**src/rtl/vga_timing_gen.sv**
```systemverilog
// Parameterised VGA raster timing: pixel/line counters with registered blanking, sync,
// data-enable and line/frame start markers, all aligned to the counts they describe.
module vga_timing_gen #(
  parameter int unsigned H_ACTIVE  = 800,
  parameter int unsigned H_FP      = 40,
  parameter int unsigned H_SYNC    = 128,
  parameter int unsigned H_BP      = 88,
  parameter int unsigned V_ACTIVE  = 600,
  parameter int unsigned V_FP      = 1,
  parameter int unsigned V_SYNC    = 4,
  parameter int unsigned V_BP      = 23,
  parameter logic        HSYNC_POL = 1'b1,
  parameter logic        VSYNC_POL = 1'b1,
  parameter int unsigned CNT_W     = 11
) (
  input  logic             clk,
  input  logic             rst,
  input  logic             en,
  input  logic             restart,
  output logic [CNT_W-1:0] hcount,
  output logic [CNT_W-1:0] vcount,
  output logic             hblnk,
  output logic             vblnk,
  output logic             hsync,
  output logic             vsync,
  output logic             de,
  output logic             line_start,
  output logic             frame_start
);

  localparam int unsigned H_TOTAL  = H_ACTIVE + H_FP + H_SYNC + H_BP;
  localparam int unsigned HS_START = H_ACTIVE + H_FP;
  localparam int unsigned HS_STOP  = HS_START + H_SYNC;
  localparam int unsigned V_TOTAL  = V_ACTIVE + V_FP + V_SYNC + V_BP;
  localparam int unsigned VS_START = V_ACTIVE + V_FP;
  localparam int unsigned VS_STOP  = VS_START + V_SYNC;

  // Boundaries carried one bit wider than the counters so HS_STOP == H_TOTAL still fits.
  localparam int unsigned CW = CNT_W + 1;
  localparam logic [CNT_W:0] H_ACT_X  = CW'(H_ACTIVE);
  localparam logic [CNT_W:0] HS_STA_X = CW'(HS_START);
  localparam logic [CNT_W:0] HS_STO_X = CW'(HS_STOP);
  localparam logic [CNT_W:0] V_ACT_X  = CW'(V_ACTIVE);
  localparam logic [CNT_W:0] VS_STA_X = CW'(VS_START);
  localparam logic [CNT_W:0] VS_STO_X = CW'(VS_STOP);

  localparam logic [CNT_W-1:0] H_LAST = CNT_W'(H_TOTAL - 1);
  localparam logic [CNT_W-1:0] V_LAST = CNT_W'(V_TOTAL - 1);

  if (64'(H_TOTAL) > (64'd1 << CNT_W)) begin : g_h_too_wide
    $error("H_TOTAL-1 does not fit in CNT_W bits");
  end
  if (64'(V_TOTAL) > (64'd1 << CNT_W)) begin : g_v_too_wide
    $error("V_TOTAL-1 does not fit in CNT_W bits");
  end

  logic [CNT_W-1:0] h_d, v_d;
  logic [CNT_W:0]   hx, vx;
  logic             hblnk_d, vblnk_d, hsync_d, vsync_d, de_d;
  logic             line_start_d, frame_start_d;

  always_comb begin
    h_d           = hcount;
    v_d           = vcount;
    line_start_d  = 1'b0;
    frame_start_d = 1'b0;
    if (restart) begin
      h_d           = '0;
      v_d           = '0;
      line_start_d  = 1'b1;
      frame_start_d = 1'b1;
    end else if (en) begin
      if (hcount == H_LAST) begin
        h_d           = '0;
        v_d           = (vcount == V_LAST) ? '0 : vcount + CNT_W'(1);
        line_start_d  = 1'b1;
        frame_start_d = (vcount == V_LAST);
      end else begin
        h_d = hcount + CNT_W'(1);
      end
    end
  end

  // Flags decode the next-state counts so they land in the same cycle as those counts.
  always_comb begin
    hx      = {1'b0, h_d};
    vx      = {1'b0, v_d};
    hblnk_d = (hx >= H_ACT_X);
    vblnk_d = (vx >= V_ACT_X);
    hsync_d = ((hx >= HS_STA_X) && (hx < HS_STO_X)) ? HSYNC_POL : ~HSYNC_POL;
    vsync_d = ((vx >= VS_STA_X) && (vx < VS_STO_X)) ? VSYNC_POL : ~VSYNC_POL;
    de_d    = ~hblnk_d & ~vblnk_d;
  end

  always_ff @(posedge clk or posedge rst) begin
    if (rst) begin
      hcount      <= '0;
      vcount      <= '0;
      hblnk       <= 1'b0;
      vblnk       <= 1'b0;
      hsync       <= ~HSYNC_POL;
      vsync       <= ~VSYNC_POL;
      de          <= 1'b1;
      line_start  <= 1'b0;
      frame_start <= 1'b0;
    end else begin
      hcount      <= h_d;
      vcount      <= v_d;
      hblnk       <= hblnk_d;
      vblnk       <= vblnk_d;
      hsync       <= hsync_d;
      vsync       <= vsync_d;
      de          <= de_d;
      line_start  <= line_start_d;
      frame_start <= frame_start_d;
    end
  end

endmodule

```
**config.mk**
```make
export PLATFORM = sky130hd
export DESIGN_NAME = vga_timing_gen
export DESIGN_NICKNAME = d
export VERILOG_FILES = /design/src/rtl/vga_timing_gen.sv
export SDC_FILE = /design/constraint.sdc
export NUM_CORES = 1
export LEC_CHECK = 0
export ABC_AREA = 1
export CELL_PAD_IN_SITES_DETAIL_PLACEMENT = 1
export CELL_PAD_IN_SITES_GLOBAL_PLACEMENT = 1
export CORE_MARGIN = 2
export CORE_UTILIZATION = 38
export DETAILED_ROUTE_END_ITERATION = 12
export PLACE_DENSITY = 0.76
export SLEW_MARGIN = 20
export SYNTH_ARGS = -nofsm -noshare
export SYNTH_HDL_FRONTEND = slang
export SYNTH_SLANG_ARGS = --single-unit
```
**constraint.sdc**
```tcl
create_clock -name clk -period 2.6 [get_ports clk]
set_clock_uncertainty 0.1 [all_clocks]
set_input_delay 0.52 -clock clk [delete_from_list [all_inputs] [get_ports clk]]
set_output_delay 0.52 -clock clk [all_outputs]
set_load 0.03 [all_outputs]
```
==> run_results.csv <==
group,metric,value,unit
grt,grt_pass1_vias,2060,
power,comb_power_share,0.182,
clock_tree,htreeDepth,2,
clock_tree,postCtsResizedCells,0,
clock_tree,cts.sinks,29,
detailed_routing,vias,1979,
power,powerDensity,419,nW/um^2
floorplanning,coreArea,5070,sq um
power,switching_share,0.309,
detailed_routing,drc,0,
grt,antenna_found_initial,0,
detailed_routing,dr.pass1.iters,4,
power,p_total,0.00105,W
power,peakVddDrop,257,uV
timing,worst_slew_pin_slew,0.387,ns
detailed_routing,wl_per_cell,14.6,um
clock_tree,cts-root-buf,"clkbuf_8",
timing,grt_setup_unrepaired,"no",
floorplanning,die_area,5790,sq um
timing,period_minus_slack,2.32,ns
timing,max_slew_margin,0.742,
critical_path,critPathRequiredTime,2.73,ns
power,internal-power,0.000723,W
synthesis,synthesis.area,1970,sq um
floorplanning,num_rows,26,
synthesis,synth_cell_types,36,
synthesis,seq_area_frac_synth,0.368,
critical_path,cp_max_fo,6,
placed_design,port_buffers,32,
clock_tree,postCtsHoldBufs,0,
clock_tree,cts_buffers,5,
timing,clock.fmax,0.431,GHz
synthesis,synthFlopType,"dfrtp_1",
synthesis,ys_seq_elements,29,
detailed_routing,routed_wl,5880,um
layout,fin_nets,337,
power,cellLeakagePower,1.19,nW
run_status,outcome,"complete, no violations",
layout,diodes,0,
floorplanning,die_y,76.1,um
layout,drive_gt1_frac,0.142,
flow_run,cap_viol_max_count,0,
grt,grt_pass1_wl,10000,um
synthesis,async_flop_share,1.00,
floorplanning,die_w,76.1,um
power,switchingPower,0.000323,W
placed_design,place_hpwl,4680,um
synthesis,yosys_warnings,0,
detailed_routing,ant_nets,0,
layout,area_growth,26.4,%
clock_tree,cts_tree,"done",
critical_path,crit_arrival,2.45,ns
clock_tree,cts_post_setup_buffers_inserted,0,
clock_tree,clockBufferDepth,2,
grt,grt_max_degree,30,
detailed_routing,via_per_inst,4.92,
timing,slew_viol_final,0,
grt,overflow,0,
critical_path,cp-start-kind,"primary input",
min_path,min_path_type,"flip-flop to flip-flop",
power,p_clk_frac,0.347,
critical_path,worstSetupEndpointType,"flip-flop",
timing,finalHoldViolCount,0,
critical_path,worstSetupPathType,"primary input to flip-flop",
floorplanning,initial_core_util,0.389,
synthesis,syn_inst,289,
timing,setup_violations,0,
power,seqPwrFrac,0.471,
synthesis,synth_edf_count,0,
layout,fin_util,0.492,
synthesis,syn_area_per_cell,6.83,sq um
grt,track_usage,0.218,
detailed_routing,drtIter0Drc,39,
placed_design,gp_routability_congestion,0.836,
synthesis,syn_nets,295,
timing,min_period_over_period,0.893,
floorplanning,num_io_pins,33,
clock_tree,clkTransAtPathRegs,0.06,ns
clock_tree,clk_latency,0.28,ns
kinds of logic after synthesis:
kind of cell / count (synthesis) / synth area share
AOI/OAI and AO/OA: 18 / 0.0570
xor gates and xnor gates: 6 / 0.0266
adders and majority gates: 2 / 0.0127
buffers and inverters: 45 / 0.0893
DFF: 29 / 0.368
and+or+nand+nor: 189 / 0.446
path summary, 6_finish.rpt:
kind	depth (start not counted)	to	slack [ns]	from
worst max register to register	13	vsync	0.42	hcount[0]
worst min register to register	2	hcount[1]	0.51	hcount[1]
worst min-delay path	2	hcount[1]	0.51	hcount[1]
min in group asynchronous	3	vcount[0]	0.52	rst
max in group asynchronous	3	de	1.57	rst
worst max-delay path	9	de	0.28	en
critical path, cell delays in order:
cell	delay, ns
clkdlybuf4s50_1	0.56
nand2_1	0.10
nor2_1	0.19
nand3_1	0.16
xor2_1	0.24
nor2_1	0.10
o31ai_1	0.31
nand2_1	0.14
nor2_2	0.12
routing by layer:
metal	track usage	wire length (um)	share of wire	vias up
li1	-	-	-	992
met1	0.278	2650	0.45	936
met2	0.381	2910	0.49	41
met3	0.0320	218	0.037	10
met4	0.0673	102	0.017	0
met5	0	0	0	-
cells in the mapped netlist (all sizes together) (2+ instances only):
cell type / count / area, sq um
xor2: 5 / 43.8
a21oi: 8 / 51.3
nor2: 47 / 224
buf: 3 / 17.5
nor3: 8 / 56.3
clkinv: 3 / 12.5
nand3b: 2 / 18.8
nand2: 96 / 385
ha: 2 / 25.0
nand4: 6 / 37.5
nand3: 28 / 145
o21ai: 6 / 30.0
inv: 38 / 143
dfrtp: 28 / 701
power by group through the flow:
stage               Sequential (W)  Combinational, W  Clock [W]
finish                    0.000493          0.000190   0.000364
global route              0.000495          0.000208   0.000392
CTS                       0.000492          0.000192   0.000375
detailed placement        0.000500          0.000191          0
global placement          0.000501          0.000188          0
floorplan                 0.000531         0.0000852          0
sequential cells by signal (all words and copies together), names as in the netlist:
signal / flops
vblnk: 1
vsync: 1
hcount: 11
hblnk: 1
hsync: 1
frame_start: 1
vcount: 11
line_start: 1
de: 1
metrics by stage:
step           setup TNS [ns]  hold WS, ns  setup WS [ns]  cells  instance area (sq um)
2_1_floorplan               0        0.486          0.534    289                   1970
3_3_place_gp          -0.0442        0.517        -0.0363    394                   2410
3_5_place_dp          -0.0662        0.494        -0.0551    394                   2410
4_1_cts                     0        0.504          0.247    402                   2500
5_1_grt                     0        0.542         0.0749    402                   2500
6_report                    0        0.508          0.279    402                   2500
area by class of cell:
type,instances,area (sq um)
fillers,685,2580
multi-input cells,215,1070
flip-flops and latches,29,727
repair buffers,39,373
inverters,41,155
well taps,70,87.6
clock buffers,6,72.6
clock inverters,2,10.0
layout by cell type, fill, tap and decap left out, types with 4 or more instances in the layout:
cell / instances
nand2_1: 90
nor2_1: 34
inv_1: 34
clkdlybuf4s50_1: 32
dfrtp_1: 28
nand3_1: 27
nor2_2: 10
buf_4: 7
nand4_1: 6
nor3_1: 6
a21oi_1: 5
xor2_1: 5
clkbuf_8: 5
nand2_2: 4
inv_2: 4
o21ai_0: 4
Note: power is estimated with default switching activity, not from simulation.
